==> src/rtl/timer_pkg.sv <==
// Shared types for the timer controller: state codes and width helpers.
// Used by timer_controller to size its prescaler and alarm counter.
package timer_pkg;

    typedef enum logic [1:0] {
        ST_IDLE  = 2'd0,
        ST_RUN   = 2'd1,
        ST_PAUSE = 2'd2,
        ST_DONE  = 2'd3
    } state_t;

    // Bits needed to hold 0..n-1, never less than one.
    function automatic int width_for(input int n);
        return (n <= 2) ? 1 : $clog2(n);
    endfunction

endpackage

==> src/rtl/btn_edge.sv <==
// Button conditioner: 2-FF synchronizer plus registered rising-edge pulse.
// Ports: clk, reset (async active-low), btn (raw), pulse (one cycle per press).
module btn_edge (
    input  logic clk,
    input  logic reset,
    input  logic btn,
    output logic pulse
);

    logic s1;
    logic s2;
    logic s3;

    always_ff @(posedge clk or negedge reset) begin
        if (!reset) begin
            s1    <= 1'b0;
            s2    <= 1'b0;
            s3    <= 1'b0;
            pulse <= 1'b0;
        end else begin
            s1    <= btn;
            s2    <= s1;
            s3    <= s2;
            pulse <= s2 & ~s3;
        end
    end

endmodule

==> src/rtl/timer_controller.sv <==
// Run/pause/done sequencer for the timer: button events, count tick, alarm.
// Ports: clk, reset, buttons, count_up, counter flags in; counter commands, alarm, state out.
module timer_controller
    import timer_pkg::*;
#(
    parameter int TICK_DIV    = 50_000_000,
    parameter int ALARM_TICKS = 10
) (
    input  logic       clk,
    input  logic       reset,
    input  logic       start,
    input  logic       stop,
    input  logic       delete,
    input  logic       inc_sec_btn,
    input  logic       inc_min_btn,
    input  logic       count_up,
    input  logic       counter_zero,
    input  logic       counter_finish,
    output logic       enable_counter,
    output logic       forward,
    output logic       clear_counter,
    output logic       inc_seconds,
    output logic       inc_minutes,
    output logic       alarm,
    output logic       alarm_blink,
    output logic [1:0] state
);

    localparam int PW = width_for(TICK_DIV);
    localparam int AW = width_for(ALARM_TICKS + 1);
    localparam logic [PW-1:0] PRE_MAX = PW'(TICK_DIV - 1);
    localparam logic [AW-1:0] ACNT_MAX = AW'(ALARM_TICKS);

    logic ev_start;
    logic ev_stop;
    logic ev_del;
    logic ev_imin;
    logic ev_isec;

    btn_edge u_start (.clk(clk), .reset(reset), .btn(start),       .pulse(ev_start));
    btn_edge u_stop  (.clk(clk), .reset(reset), .btn(stop),        .pulse(ev_stop));
    btn_edge u_del   (.clk(clk), .reset(reset), .btn(delete),      .pulse(ev_del));
    btn_edge u_imin  (.clk(clk), .reset(reset), .btn(inc_min_btn), .pulse(ev_imin));
    btn_edge u_isec  (.clk(clk), .reset(reset), .btn(inc_sec_btn), .pulse(ev_isec));

    // Only the highest-priority event of a cycle survives.
    logic do_del;
    logic do_stop;
    logic do_start;
    logic do_imin;
    logic do_isec;

    assign do_del   = ev_del;
    assign do_stop  = ev_stop & ~ev_del;
    assign do_start = ev_start & ~ev_stop & ~ev_del;
    assign do_imin  = ev_imin & ~ev_start & ~ev_stop & ~ev_del;
    assign do_isec  = ev_isec & ~ev_imin & ~ev_start & ~ev_stop & ~ev_del;

    state_t        st;
    logic [PW-1:0] pre;
    logic [AW-1:0] acnt;
    logic          tick;
    logic [PW-1:0] pre_nx;

    assign tick   = (pre == PRE_MAX);
    assign pre_nx = tick ? '0 : pre + PW'(1);
    assign state  = st;

    // The prescaler only advances on cycles that actually count time;
    // stop/finish/exit cycles leave it where it was.
    always_ff @(posedge clk or negedge reset) begin
        if (!reset) begin
            st             <= ST_IDLE;
            forward        <= 1'b1;
            pre            <= '0;
            acnt           <= '0;
            enable_counter <= 1'b0;
            clear_counter  <= 1'b0;
            inc_seconds    <= 1'b0;
            inc_minutes    <= 1'b0;
            alarm          <= 1'b0;
            alarm_blink    <= 1'b0;
        end else begin
            enable_counter <= 1'b0;
            clear_counter  <= 1'b0;
            inc_seconds    <= 1'b0;
            inc_minutes    <= 1'b0;
            unique case (st)
                ST_IDLE: begin
                    if (do_del) begin
                        clear_counter <= 1'b1;
                    end else if (do_imin) begin
                        inc_minutes <= 1'b1;
                    end else if (do_isec) begin
                        inc_seconds <= 1'b1;
                    end else if (do_start && (count_up || !counter_zero)) begin
                        st      <= ST_RUN;
                        forward <= count_up;
                        pre     <= '0;
                    end
                end
                ST_RUN: begin
                    if (do_del) begin
                        clear_counter <= 1'b1;
                        st            <= ST_IDLE;
                    end else if (do_stop) begin
                        st <= ST_PAUSE;
                    end else if (counter_finish) begin
                        st          <= ST_DONE;
                        alarm       <= 1'b1;
                        alarm_blink <= 1'b0;
                        acnt        <= '0;
                    end else begin
                        pre            <= pre_nx;
                        enable_counter <= tick;
                    end
                end
                ST_PAUSE: begin
                    if (do_del) begin
                        clear_counter <= 1'b1;
                        st            <= ST_IDLE;
                    end else if (do_start) begin
                        st <= ST_RUN;
                    end
                end
                ST_DONE: begin
                    if (do_del || do_stop || do_start) begin
                        clear_counter <= do_del;
                        st            <= ST_IDLE;
                        alarm         <= 1'b0;
                        alarm_blink   <= 1'b0;
                    end else if (acnt == ACNT_MAX) begin
                        st          <= ST_IDLE;
                        alarm       <= 1'b0;
                        alarm_blink <= 1'b0;
                    end else begin
                        pre <= pre_nx;
                        if (tick) begin
                            alarm_blink <= ~alarm_blink;
                            acnt        <= acnt + AW'(1);
                        end
                    end
                end
            endcase
        end
    end

endmodule
==> config.mk <==
export PLATFORM = sky130hd
export DESIGN_NAME = timer_controller
export DESIGN_NICKNAME = d
export VERILOG_FILES = /design/src/rtl/timer_pkg.sv /design/src/rtl/btn_edge.sv /design/src/rtl/timer_controller.sv
export SDC_FILE = /design/constraint.sdc
export NUM_CORES = 1
export LEC_CHECK = 0
export ABC_AREA = 1
export ABC_CLOCK_PERIOD_IN_PS = 1390
export BUFFER_PORTS_ARGS = -buffer_cell sky130_fd_sc_hd__buf_2
export CORE_MARGIN = 2
export CORE_UTILIZATION = 55
export CTS_CLUSTER_SIZE = 30
export DETAILED_ROUTE_END_ITERATION = 8
export PLACE_DENSITY = 0.76
export SYNTH_ARGS = -nofsm -noshare
export SYNTH_HDL_FRONTEND = slang
export SYNTH_SLANG_ARGS = --single-unit
==> constraint.sdc <==
create_clock -name clk -period 1.39 [get_ports clk]
set_input_delay 0.2085 -clock clk [delete_from_list [all_inputs] [get_ports clk]]
set_output_delay 0.2085 -clock clk [all_outputs]
set_load 0.005 [all_outputs]
==> impl_metrics.toml, run 1 <==
[power]
switching_share_pct = 42.00
p_sw_uw = 2660
clock_power_share_pct = 23.0
p_per_area_nw_per_um2 = 1319
internal_power_uw = 3673
p_comb_share_pct = 45.9
irDropWorstVdd_v = 0.001012
p_leak_uw = 0.002389
share_seq_of_total_power_pct = 31.2

[global_routing]
grt_pass1_wl_um = 15640
grt_max_degree = 60
grt.met1_usage_pct = 39.32
grt_util_met2_pct = 53.25
grtUsageTotal_pct = 32.44
grt-busiest-layer = "met2"
use_met3_pct = 5.843
antenna_found_initial = 0
grt_pass1_vias = 3399
overflow = 0

[synth]
yosys-mux-area-fraction_pct = 0
synthXorXnorAreaFrac_pct = 2.446
yosys_register_bits = 59
synth_top_cell_by_area = "dfrtp_1"
yosys-top-cells-area = "dfrtp_1, nand2_1, nor2_1, nand3_1, inv_1"
synthAdderAreaFrac_pct = 1.165
netlist_instances = 419
synth_top_family_by_area = "simple AND/OR/NAND/NOR gates"
syn-num-nets = 432
yosysWarnings = 0
avgSynthCellArea_um2 = 7.692
synth_top_area_share_pct = 45.03
synth_cell_types = 31
synthSimpleGateAreaFrac_pct = 37.42
netlist_area_um2 = 3223
synth-compound-area-share_pct = 5.202
ys_seq_area_share_pct = 45.85

[cts]
clk_latency_ps = 360
cts_buffer_depth = 2
cts_sinks = 59
root_buffer = "clkbuf_8"
cts.htree.levels = 3
cts_tree = "built"
clkTransAtPathRegs_ps = 80
cts_buffers = 9

[place]
post-dp-hpwl_um = 5876
dpl_cell_area_um2 = 3990
port_buffers = 18
gp_congestion = 0.9358

[floorplanning]
die-area_um2 = 6488
dieWidth_um = 80.55
row_count = 27
io_pins = 19
initial_core_util_pct = 57.82
die_h_um = 80.55
core_area_um2 = 5574

[route]
drtIter0Drc = 593
drcViolationCount = 0
dr.pass1.iters = 6
routed_wl_um = 11390
ant_nets = 0
detail_route.wl_per_cell_um = 18.13
vias_per_cell = 5.887
vias = 3697

[setup_path]
r2r-start = "pre[21]"
setup.worst_path.start_class = "flip-flop"
critical_path.most_common_cell = "nand2_1"
crit_chain = "nand2_1 -> nor2_4 -> inv_1 -> nor2_1 -> nand2_1 -> o21ai_4 -> nand2_4 -> nand2_1 -> nor2_1"
critPathLaunch = "pre[21]"
cp_max_fo = 10
crit_required_ps = 1630
slowest_delay_ps = 400
cp_top_family = "simple AND/OR/NAND/NOR gates"
crit_slowest_cell = "dfrtp_1"
cp_data_arrival_time_ps = 2080
worstRegToRegCells = 9
reg2reg_to = "pre[19]"
end_kind = "flip-flop"
path_buf_inv = 1
crit_type = "flip-flop to flip-flop"
r2r_slack_ps = -450

[sta]
fin_crit_ps = 1836
finalHoldViolations = 0
slew_headroom_pct = 73.10
rsz0062_at_grt = "yes"
max_freq_mhz = 544.8
fin_skew_ps = 11.74
setup-violations-final = 35
worstMarginPinSlew_ps = 400.4
setup_ws_ps = -445.6
slew_viol_final = 0
fin_crit_sh_pct = 132.1

[worst_hold_path]
min_path_cells = 3
min_to = "forward"
hold_path_class = "input pin to flip-flop"
hold_start = "count_up"

[run]
max_cap_violations = 0

[finish]
postLayoutCellArea_um2 = 4801
largest-register = "pre"
syn_to_final_growth_pct = 48.95
final_util_pct = 86.13
drive_above_1_share_pct = 43.53
largest_register_ffs = 26
final_cell_mix = "nand2_1, buf_4, dfrtp_1, nor2_1, inv_1"
final_nets = 564
layout_commonest_cell = "nand2_1"
antenna_cells = 0

[status]
status = "complete, but fails checks"
violations = "setup timing"
-- how the worst max path moves through the flow --
stage | to | slack (ps) | cells past startpoint
4_1_cts | pre[17] | -190 | 12
5_1_grt | pre[17] | -510 | 9
6_report | pre[19] | -450 | 9
2_1_floorplan | pre[24] | -140 | 11
3_3_place_gp | pre[1] | -230 | 11
3_5_place_dp | pre[1] | -310 | 11
-- synth_stat cells --
cell type  count
nand4_1       15
ha_1           3
nor3_1         8
a31oi_1        1
nor3b_2        1
o21ai_0       12
nand3_2        1
nand3_1       39
buf_6          3
clkbuf_1       2
buf_4          3
a21oi_1        5
inv_2          4
o21ai_2        2
nand2_2        8
nand3b_1       3
nand2_1      109
clkinv_1       1
nor2_8         1
o21ai_1        3
dfrtp_1       58
inv_1         46
and2_1         1
nor2_4         3
dfstp_2        1
nor3_4         1
a21oi_2        5
nor2_1        65
nand4_4        1
xor2_1         9
nor2_2         5
-- area by class of cell --
cell class                 instances  area, µm²
sequential                        59       1484
fill                             277      773.2
clock buffer                       9      123.9
clock inverter                     7      52.55
inverter                          51      193.9
timing repair buffer             127      994.7
multi-input combinational        303       1862
tap                               72      90.09
-- power by group through the flow --
stage | registers, µW | clock network, µW | logic [µW]
CTS | 1960 | 1450 | 2460
global route | 1990 | 1520 | 3060
global placement | 1980 | 0 | 1960
finish | 1970 | 1450 | 2900
detailed placement | 1990 | 0 | 1990
floorplan | 1990 | 0 | 1320
-- what timing repair did --
item | CTS | global route
hold buffers | 6 | 0
buffers inserted | 14 | 10
pin swaps | 11 | 22
setup endpoints to repair | 34 | 35
gates resized for setup | 41 | 57
endpoints found under the hold margin | 63 | 0
gates cloned | 3 | 0
-- kinds of logic (layout without fill, tap and decap cells) --
family | after synthesis | in the layout
AOI/OAI and AO/OA | 28 | 28
buffers and inverters | 59 | 194
xor gates and xnor gates | 9 | 9
DFF | 59 | 59
adders and majority gates | 3 | 3
and+or+nand+nor | 261 | 263
-- per-stage QoR --
| step | hold slack, ps | setup TNS [ps] | power (µW) | worst slack, ps | std cells |
|---|---|---|---|---|---|
| 3_3_place_gp | 235.2 | -5331 | 3945 | -234.7 | 579 |
| 2_1_floorplan | -87.09 | -2241 | 3309 | -136.1 | 419 |
| 4_1_cts | 82.39 | -4547 | 5864 | -190.8 | 618 |
| 6_report | 169.2 | -9814 | 6333 | -445.6 | 628 |
| 5_1_grt | 161.0 | -12730 | 6574 | -509.3 | 628 |
| 3_5_place_dp | 237.4 | -7211 | 3978 | -314.6 | 579 |
-- worst register-to-register path: cells and delay by family (launching register included) --
kind | cells | cell delay, ps
buffers and inverters | 1 | 70
AO/OA/AOI/OAI | 1 | 210
flip-flops | 1 | 400
AND/OR/NAND/NOR | 7 | 1050
-- layer usage --
layer / share of wire, % / up-vias
met5: 0 / -
met4: 6.3 / 0
met3: 9.0 / 88
met2: 47 / 253
met1: 37 / 1748
li1: - / 1608
(Power assumes the default switching activity.)
==> inputs of run 2 (changes only) <==
--- a/config.mk
+++ b/config.mk
@@ -6,13 +6,15 @@
 export NUM_CORES = 1
 export LEC_CHECK = 0
 export ABC_AREA = 1
-export ABC_CLOCK_PERIOD_IN_PS = 1390
+export ABC_CLOCK_PERIOD_IN_PS = 2100
 export BUFFER_PORTS_ARGS = -buffer_cell sky130_fd_sc_hd__buf_2
+export CELL_PAD_IN_SITES_DETAIL_PLACEMENT = 1
+export CELL_PAD_IN_SITES_GLOBAL_PLACEMENT = 1
 export CORE_MARGIN = 2
-export CORE_UTILIZATION = 55
+export CORE_UTILIZATION = 45
 export CTS_CLUSTER_SIZE = 30
 export DETAILED_ROUTE_END_ITERATION = 8
-export PLACE_DENSITY = 0.76
+export PLACE_DENSITY_LB_ADDON = 0.1
 export SYNTH_ARGS = -nofsm -noshare
 export SYNTH_HDL_FRONTEND = slang
 export SYNTH_SLANG_ARGS = --single-unit
==> constraint.sdc (replaced) <==
create_clock -name clk -period 2.1 [get_ports clk]
set_input_delay 0.315 -clock clk [delete_from_list [all_inputs] [get_ports clk]]
set_output_delay 0.315 -clock clk [all_outputs]
set_load 0.005 [all_outputs]
==> run 2 against run 1 <==
The flow now finishes without violations. Highest routed layer unchanged. Flip-flop and latch count stayed put. Clock power shrank 20%. Largest cell class unchanged. Design area decreased by 24%.
==> impl_metrics.toml, run 2 (synthesized netlist as in run 1, its figures left out) <==
[floorplanning]
die_h_um = 88.63
row_count = 30
dieWidth_um = 88.63
initial_core_util_pct = 46.92
io_pins = 19
core_area_um2 = 6869
die-area_um2 = 7855

[route]
ant_nets = 0
drtIter0Drc = 80
routed_wl_um = 8369
vias_per_cell = 5.137
drcViolationCount = 0
detail_route.wl_per_cell_um = 15.30
vias = 2810
dr.pass1.iters = 4

[global_routing]
grt_pass1_wl_um = 14170
grtUsageTotal_pct = 24.13
overflow = 0
grt.met1_usage_pct = 28.88
use_met3_pct = 4.851
grt-busiest-layer = "met2"
grt_max_degree = 29
grt_util_met2_pct = 41.66
antenna_found_initial = 0
grt_pass1_vias = 2973

[sta]
fin_skew_ps = 12.40
slew_viol_final = 0
rsz0062_at_grt = "no"
max_freq_mhz = 506.3
slew_headroom_pct = 73.30
finalSetupTns_ps = 0
fin_crit_ps = 1975
finalHoldViolations = 0
setup-violations-final = 0
fin_crit_sh_pct = 94.05
worstMarginPinSlew_ps = 399.0
setup_ws_ps = 125.0

[setup_path]
setup.worst_path.start_class = "flip-flop"
end_kind = "flip-flop"
cp_max_fo = 9
crit_required_ps = 2330
r2r-start = "pre[0]"
r2r_slack_ps = 130
reg2reg_to = "acnt[2]"
cp_data_arrival_time_ps = 2200
worstRegToRegCells = 8
crit_type = "flip-flop to flip-flop"

[finish]
layout.cells.non_filler = 547
seqCellArea_um2 = 1478
layout_commonest_cell = "nand2_1"
largest_register_ffs = 26
multi_input_area_um2 = 1490
syn_to_final_growth_pct = 13.51
final_util_pct = 53.26
antenna_cells = 0
final_nets = 459
postLayoutCellArea_um2 = 3659
largest-register = "pre"
final_cell_mix = "nand2_1, nor2_1, dfrtp_1, inv_1, nand3_1"
fill_cells = 896
drive_above_1_share_pct = 15.74

[worst_hold_path]
min_path_cells = 1
min_to = "u_del.s1"
hold_path_class = "input pin to flip-flop"
hold_start = "delete"

[place]
pre_cts_slack_ps = 149.4
port_buffers = 18
dp_cells = 530
dpl_cell_area_um2 = 3432
gp_congestion = 0.8829
post-dp-hpwl_um = 6355

[power]
p_leak_uw = 0.001761
irDropWorstVdd_v = 0.0005507
p_per_area_nw_per_um2 = 970.3

[cts]
cts_buffer_depth = 2
cts_tree = "built"
root_buffer = "clkbuf_8"
postCtsSetupRepairBufs = 0
cts.htree.levels = 3
clkTransAtPathRegs_ps = 70
cts_sinks = 59
clk_latency_ps = 350
cts_buffers = 9

[run]
max_cap_violations = 0

[status]
status = "finished, final reports clean"
run 2: cell types whose count changed in the layout (fill, tap and decap cells not counted), moves of 8 or more:
cell     delta
o21ai_0     +9
nand3_1    +14
nor2_1     +23
nand2_1    +11
buf_4      -90
nand3_2    -12
nor2_2     -17
o21ai_1     -8
run 2: final cells by class:
type	instances	area share [%]
well taps	96	3.283
repair buffers	24	4.446
clock buffers	10	3.488
multi-input cells	301	40.73
clock inverters	6	2.428
inverters	51	5.233
flip-flops and latches	59	40.39
run 2: how the worst max path moves through the flow:
stage	from	cells past startpoint	slack [ps]	to
final	pre[0]	8	130	acnt[2]
after global routing	pre[0]	8	20	pre[22]
after CTS	pre[0]	8	120	acnt[2]
after detailed placement	pre[0]	8	150	acnt[0]
after global placement	pre[0]	8	260	acnt[0]
after floorplan	acnt[0]	11	560	pre[24]
run 2: worst max-delay path, stage by stage, from the launching register on:
cell     delay [ps]
dfrtp_1         420
ha_1            220
nand3_1         170
nor3_1          300
nand3_1         220
nor2_4          250
o21ai_2         120
nand2_1          90
nand2_1          60
run 2: metrics by stage:
step           hold slack [ps]  power, µW
2_1_floorplan            19.41       2134
3_3_place_gp             238.5       2386
3_5_place_dp             244.4       2428
4_1_cts                  59.35       3606
5_1_grt                  57.85       3768
6_report                 71.20       3550
run 2: layer usage:
layer  up-vias  wire length, µm
met2        41             4302
met3        20              207
met5         -                0
met1      1363             3613
met4         0              246
li1       1386                -
run 2: report_power, final:
group	total [µW]	leakage, µW	switching [µW]	internal, µW
registers	1320	0.000772	91.0	1230
logic	1070	0.000886	732	337
clock network	1160	0.000103	492	670
total	3550	0.00176	1310	2230
run 2: timing repair:
item	in CTS	in global routing
hold buffers	1	0
gates resized for setup	0	0
endpoints found under the hold margin	11	0
